`config.mk`:
```
export PLATFORM = sky130hd
export DESIGN_NAME = btn_debounce_bank
export DESIGN_NICKNAME = d
export VERILOG_FILES = /design/src/rtl/btn_debounce_bank.sv
export SDC_FILE = /design/constraint.sdc
export NUM_CORES = 1
export LEC_CHECK = 0
export ABC_AREA = 1
export CORE_MARGIN = 5
export CORE_UTILIZATION = 35
export DETAILED_ROUTE_END_ITERATION = 12
export PLACE_DENSITY = 0.53
export SYNTH_ARGS = -nofsm -noshare
export SYNTH_HDL_FRONTEND = slang
export SYNTH_SLANG_ARGS = --single-unit
```
`constraint.sdc`:
```
create_clock -name clk -period 1.1 [get_ports clk]
set_clock_uncertainty 0.05 [all_clocks]
set_input_delay 0.11 -clock clk [delete_from_list [all_inputs] [get_ports clk]]
set_output_delay 0.11 -clock clk [all_outputs]
set_load 0.05 [all_outputs]
```
`src/rtl/btn_debounce_bank.sv`:
```
`timescale 1ns/1ps
// btn_debounce_bank
// ------------------
// Multi-channel button conditioner. Each raw pin is synchronised into the
// clk domain and has its polarity normalised so that 1 = pressed. It is then
// debounced by a saturating counter. The debounced level also produces
// registered one-cycle press and release strobes.
//
// Optional auto-repeat: define BTN_DEBOUNCE_REPEAT_EN to get per-channel hold
// counters driving btn_repeat. With the macro undefined, btn_repeat is tied
// low and no hold logic exists.
//
// Parameters:
//   N_CH            number of button channels
//   DEBOUNCE_CYCLES consecutive stable synced cycles needed to change level (>=1)
//   SYNC_STAGES     synchroniser depth (>=2)
//   ACTIVE_LOW      per-channel mask, bit=1 means the raw pin is active-low
//   HOLD_CYCLES     cycles after the press cycle before the first repeat strobe
//   REPEAT_CYCLES   period of the following repeat strobes
//
// Ports:
//   clk          system clock
//   rst          asynchronous active-high reset
//   btn_raw      raw pin levels, asynchronous to clk
//   btn_level    debounced level, 1 = pressed
//   btn_press    one-cycle strobe in the first cycle btn_level reads 1
//   btn_release  one-cycle strobe in the first cycle btn_level reads 0
//   btn_repeat   one-cycle auto-repeat strobes while held (feature only)
module btn_debounce_bank #(
    parameter int                N_CH            = 3,
    parameter int                DEBOUNCE_CYCLES = 16,
    parameter int                SYNC_STAGES     = 2,
    parameter logic [N_CH-1:0]   ACTIVE_LOW      = '0,
    parameter int                HOLD_CYCLES     = 64,
    parameter int                REPEAT_CYCLES   = 32
) (
    input  logic            clk,
    input  logic            rst,
    input  logic [N_CH-1:0] btn_raw,
    output logic [N_CH-1:0] btn_level,
    output logic [N_CH-1:0] btn_press,
    output logic [N_CH-1:0] btn_release,
    output logic [N_CH-1:0] btn_repeat
);

    localparam int CW = $clog2(DEBOUNCE_CYCLES + 1);
    // Count value seen on the edge where the counter would reach DEBOUNCE_CYCLES.
    localparam logic [CW-1:0] DB_LAST = CW'(DEBOUNCE_CYCLES - 1);

    // ------------------------------------------------------------------
    // Synchroniser. Flops reset to the inactive raw level, so an
    // active-low pin idling high does not look like a press on reset exit.
    // ------------------------------------------------------------------
    logic [N_CH-1:0] sync_q [SYNC_STAGES];
    logic [N_CH-1:0] pressed_sync;

    always_ff @(posedge clk or posedge rst) begin
        if (rst) begin
            for (int unsigned s = 0; s < SYNC_STAGES; s++) begin
                sync_q[s] <= ACTIVE_LOW;
            end
        end else begin
            sync_q[0] <= btn_raw;
            for (int unsigned s = 1; s < SYNC_STAGES; s++) begin
                sync_q[s] <= sync_q[s-1];
            end
        end
    end

    assign pressed_sync = sync_q[SYNC_STAGES-1] ^ ACTIVE_LOW;

    // ------------------------------------------------------------------
    // Debounce counters and strobe generation
    // ------------------------------------------------------------------
    logic [CW-1:0]   cnt_q [N_CH];
    logic [CW-1:0]   cnt_d [N_CH];
    logic [N_CH-1:0] level_d;
    logic [N_CH-1:0] press_d;
    logic [N_CH-1:0] release_d;

    always_comb begin
        level_d = btn_level;
        for (int unsigned i = 0; i < N_CH; i++) begin
            cnt_d[i] = cnt_q[i];
            if (pressed_sync[i] == btn_level[i]) begin
                // Any return to the current level restarts the count.
                cnt_d[i] = '0;
            end else if (cnt_q[i] == DB_LAST) begin
                level_d[i] = ~btn_level[i];
                cnt_d[i]   = '0;
            end else begin
                cnt_d[i] = cnt_q[i] + CW'(1);
            end
        end
        press_d   = level_d & ~btn_level;
        release_d = ~level_d & btn_level;
    end

    always_ff @(posedge clk or posedge rst) begin
        if (rst) begin
            for (int unsigned i = 0; i < N_CH; i++) begin
                cnt_q[i] <= '0;
            end
            btn_level   <= '0;
            btn_press   <= '0;
            btn_release <= '0;
        end else begin
            for (int unsigned i = 0; i < N_CH; i++) begin
                cnt_q[i] <= cnt_d[i];
            end
            btn_level   <= level_d;
            btn_press   <= press_d;
            btn_release <= release_d;
        end
    end

`ifdef BTN_DEBOUNCE_REPEAT_EN
    // ------------------------------------------------------------------
    // Auto-repeat. The hold counter measures time since the press cycle
    // (or since the previous repeat). The phase selects the HOLD or REPEAT
    // target.
    // ------------------------------------------------------------------
    localparam int HMAX = (HOLD_CYCLES > REPEAT_CYCLES) ? HOLD_CYCLES : REPEAT_CYCLES;
    localparam int HW   = $clog2(HMAX + 1);
    localparam logic [HW-1:0] HOLD_LAST = HW'(HOLD_CYCLES - 1);
    localparam logic [HW-1:0] REP_LAST  = HW'(REPEAT_CYCLES - 1);

    typedef enum logic {
        PH_HOLD,
        PH_REPEAT
    } phase_t;

    phase_t          phase_q [N_CH];
    phase_t          phase_d [N_CH];
    logic [HW-1:0]   hold_q  [N_CH];
    logic [HW-1:0]   hold_d  [N_CH];
    logic [N_CH-1:0] repeat_d;

    always_comb begin
        repeat_d = '0;
        for (int unsigned i = 0; i < N_CH; i++) begin
            phase_d[i] = phase_q[i];
            hold_d[i]  = hold_q[i];
            // The counter is held clear in the press cycle and stays clear
            // on the releasing edge. Release therefore cancels a pending
            // repeat, and no repeat appears in the release cycle.
            if (!btn_level[i] || !level_d[i]) begin
                hold_d[i]  = '0;
                phase_d[i] = PH_HOLD;
            end else if (hold_q[i] == ((phase_q[i] == PH_HOLD) ? HOLD_LAST : REP_LAST)) begin
                repeat_d[i] = 1'b1;
                hold_d[i]   = '0;
                phase_d[i]  = PH_REPEAT;
            end else begin
                hold_d[i] = hold_q[i] + HW'(1);
            end
        end
    end

    always_ff @(posedge clk or posedge rst) begin
        if (rst) begin
            for (int unsigned i = 0; i < N_CH; i++) begin
                phase_q[i] <= PH_HOLD;
                hold_q[i]  <= '0;
            end
            btn_repeat <= '0;
        end else begin
            for (int unsigned i = 0; i < N_CH; i++) begin
                phase_q[i] <= phase_d[i];
                hold_q[i]  <= hold_d[i];
            end
            btn_repeat <= repeat_d;
        end
    end
`else
    assign btn_repeat = '0;
`endif

endmodule
```
==> results <==
- Setup repair after global routing could not meet its margin everywhere.
- The total of buffers placed on input and output ports is 13.
- The met3 routing resource usage after global routing is approximately 4%.
- Cells with a size suffix above 1 make up 35.9% of the layout.
- The kind of critical path is flip-flop to output pin.
- The DRC marker count from the first detailed-route iteration is 28.
- The global-route wire length before repair is ~3400 um.
- The number of global-route vias before repair is around 840.
- The final routed DRC violation total is 0.
- Setup violations remaining at the end of the flow were counted as 0.
- The final hold slack is a little under 0.06 ns.
- The logic depth of the worst register-to-register path is 6.
- Counting both buffers and inverters, the worst setup path holds a total of 1.
- The run finished with clean final reports.
- The final-layout fill cell count is about 290.
- The number of H-tree branching levels is 2.
- The instance count on the critical path is 1.
- After legalization and detailed placement, the total HPWL measured around 1400 um.
- The floorplan has 21 rows.
- Each instance of the synthesized netlist takes up on average approximately 9.6 um2.
- The combinational power share is roughly 9%.
- The detailed-route wire length per cell is around 11 um.
- The layer flagged by global routing as most heavily used is met2.
- The buffer type at the clock tree root is sky130_fd_sc_hd__clkbuf_4.
- The leakage power figure is approximately 0.81 nW.
- The routed design has around 2200 um of wire.
- Pin placement for this block handled 17 I/O pins.
- The number of endpoints with negative hold slack in the final report was 0.
- The number of slew-limit violations in the final report is 0.
- Entering global routing, the biggest net connects 31 pins.
- The via count is ~870.
- Of the total power, registers draw 53.0%.
- Yosys printed 0 warnings.
- STA classifies the critical path startpoint as a flip-flop.
- The synthesized netlist occupies a cell area of 1210 um2.
- The floorplan core area is between 3000 and 4000 um2.
- In this run, distinct cell masters in the synthesized netlist total 12.
- The signed area change from the synthesized netlist to the final layout is 45.2%.
- IR analysis of the VDD net gives a maximum drop of 710 uV.
- The number of antenna repair diodes is 0.
- At the worst endpoint, the required time is 0.94 ns.
- The portion of the clock cycle consumed by the worst path in the final layout is a little over nine tenths.
- The cell-internal power is ~1.7 mW.
- The weighted congestion at the end of routability-driven global placement is 0.773.
- The signal on the critical path passes through buf_12.
- The initial utilization of the core area, before any placement, comes to around 36%.
- The number of nets at the end of the flow is between 150 and 200.
- The initial antenna violation count is 0.
- The number of vias per cell after detailed routing is ~4.4.
- The number of detailed-route iterations in the first pass is 4.
- Counting every sink on the clock net gives 30.
- The die covers between 4000 and 5000 um2.
- Summing internal, switching and leakage power gives about 2.2 mW.
- The share of total power dissipated in the clock network is 38.2%.
- The worst setup path is captured at an output pin.
- The die is approximately 70 um wide.
- The arrival time of the worst setup path is around 0.93 ns.
- The later-pin clock latency in the skew report is roughly 0.33 ns.
- The cell family contributing the most delay on the critical path is flip-flops.
- The largest fanout on the critical path is 3.
- The combined global-route utilization of all metal layers is between 10% and 20%.
- In this run the remaining antenna-violating nets after routing total 0.
- The number of register bits inferred by synthesis is 30.
- The analysis attributes to net switching a power of 0.539 mW.
- The post-CTS clock slew at the launch and capture registers of the worst setup and hold paths is roughly 0.10 ns.
- The number of violations of the max-capacitance limit is 0.
- The switching share of power is approximately 24%.
- The number of instances in the synthesized netlist is 125.
- The final critical-path required period is ~1.1 ns.
- The maximum buffer depth of the clock tree is 2.
- The total congestion overflow is 0.
- The startpoint identified for the worst register-to-register timing path is btn_level[1]$_DFF_PP0_.
- The standard cell with the maximum stage delay on the critical path is sky130_fd_sc_hd__dfrtp_2.
- The cell area power density is around 1300 nW/um2.
- In the global route stage, met1 resource usage came out at between 10% and 20%.
- The clock tree from TritonCTS is yes.
- Timing would allow up to ~0.92 GHz.
- The critical path starts at btn_level[1]$_DFF_PP0_.
- The floorplan step set the die height to 68.7 um.
- The tightest min-delay check is of the input pin to asynchronous set/reset pin type.
- Sequential elements use about 62% of the synthesized area.
- Global routing used 15.7% of the available met2 tracks.
- The highest cell delay on the worst timing path is approximately 0.44 ns.
- The number of buffers inserted during clock tree synthesis is 5.
metrics by stage:
step	setup WS, ns	util [%]	area (um2)	instances	TNS [ns]
floorplan	0.0789	-	1220	127	0
global placement	0.0301	45.4	1520	187	0
detailed placement	-0.00332	45.4	1520	187	-0.00332
CTS	-0.00125	48.6	1620	198	-0.00159
global route	-0.0295	52.5	1750	199	-0.115
finish	0.0127	52.5	1750	199	0
cell usage in the layout (no fill, tap or decap):
cell type and instances:
sky130_fd_sc_hd__bufinv_16 1, sky130_fd_sc_hd__buf_12 10, sky130_fd_sc_hd__xnor2_1 3, sky130_fd_sc_hd__nand2_4 4, sky130_fd_sc_hd__nand2_2 5, sky130_fd_sc_hd__clkbuf_4 5
sky130_fd_sc_hd__nand4_1 3, sky130_fd_sc_hd__nor2_2 8, sky130_fd_sc_hd__conb_1 3, sky130_fd_sc_hd__nand2_1 21, sky130_fd_sc_hd__nor2_4 1, sky130_fd_sc_hd__clkinv_2 2
sky130_fd_sc_hd__buf_4 7, sky130_fd_sc_hd__ha_4 3, sky130_fd_sc_hd__nand4_4 3, sky130_fd_sc_hd__inv_1 16, sky130_fd_sc_hd__dfrtp_2 3, sky130_fd_sc_hd__nor2_1 15
sky130_fd_sc_hd__clkdlybuf4s50_1 4, sky130_fd_sc_hd__dfrtp_1 27, sky130_fd_sc_hd__nand3_1 6, sky130_fd_sc_hd__inv_2 3
logic make-up (layout without fill, tap and decap cells):
group         Yosys count  in the layout  share of synthesized area, %
xor+xnor                3              3                          2.18
fa+ha+maj               3              3                          3.11
buf+inv                22             48                          7.78
flops                  30             30                          62.2
other cells             1              3                         0.311
simple gates           66             66                          24.4
sequential cells by signal (all words and copies together) (netlist names):
| signal | cells |
|---|---|
| cnt_q | 15 |
| btn_level | 3 |
| btn_press | 3 |
| btn_release | 3 |
| pressed_sync | 3 |
| sync_q | 3 |
Yosys cell counts:
cell	instances	area share (%)
sky130_fd_sc_hd__nor2_1	24	7.5
sky130_fd_sc_hd__nand3_1	6	2.5
sky130_fd_sc_hd__nand2_2	2	1.0
sky130_fd_sc_hd__nand4_1	3	1.6
sky130_fd_sc_hd__inv_1	19	5.9
sky130_fd_sc_hd__xnor2_1	3	2.2
sky130_fd_sc_hd__buf_4	3	1.9
sky130_fd_sc_hd__nand4_2	3	3.1
sky130_fd_sc_hd__conb_1	1	0.31
sky130_fd_sc_hd__dfrtp_1	30	62
sky130_fd_sc_hd__nand2_1	28	8.7
sky130_fd_sc_hd__ha_1	3	3.1
path summary, 6_finish.rpt:
| kind | endpoint | slack [ns] |
|---|---|---|
| setup / recovery | btn_level[1] | 0.01 |
| hold / removal | pressed_sync[2]$_DFF_PP0_ | 0.06 |
| setup reg to reg | cnt_q[5]$_DFF_PP0_ | 0.04 |
| hold reg to reg | pressed_sync[2]$_DFF_PP0_ | 0.30 |
| max in group asynchronous | btn_level[0]$_DFF_PP0_ | 0.77 |
| min in group clk | sync_q[4]$_DFF_PP0_ | 0.16 |
final cells by class:
cell class	count	area, um2	share of cell area, %
inverters	19	71.3	4.07
clock inverters	3	40.0	2.29
clock buffers	5	37.5	2.14
repair buffers	21	293	16.7
flip-flops and latches	30	754	43.1
well taps	46	57.6	3.29
multi-input cells	75	498	28.4
power by group through the flow:
stage                     clock, mW  combinational [mW]  sequential, mW
after CTS                     0.885               0.159            1.17
after global routing          0.933               0.222            1.19
final                         0.854               0.196            1.18
after global placement            0               0.154            1.19
after floorplan                   0               0.110            1.19
after detailed placement          0               0.156            1.19
worst reg2reg max path: cells and delay by family (launching register included):
| kind | cells | cell delay (ns) |
|---|---|---|
| buf+inv | 2 | 0.20 |
| flops | 1 | 0.44 |
| simple gates | 4 | 0.30 |
routing by layer:
layer | part of all wire (%) | vias up | wire length (um)
met4 | 2.9 | 0 | 62
met5 | 0 | - | 0
met2 | 51 | 18 | 1100
li1 | - | 430 | -
met3 | 5.3 | 8 | 114
met1 | 41 | 410 | 874
repair_timing:
action / in CTS / in global routing
hold buffers: 0 / 0
endpoints found under the setup margin: 7 / 23
gates cloned: 0 / 0
pin swaps: 0 / 14
buffers inserted: 3 / 1
resized for setup: 2 / 31
Power figures use the tool's default switching activity.
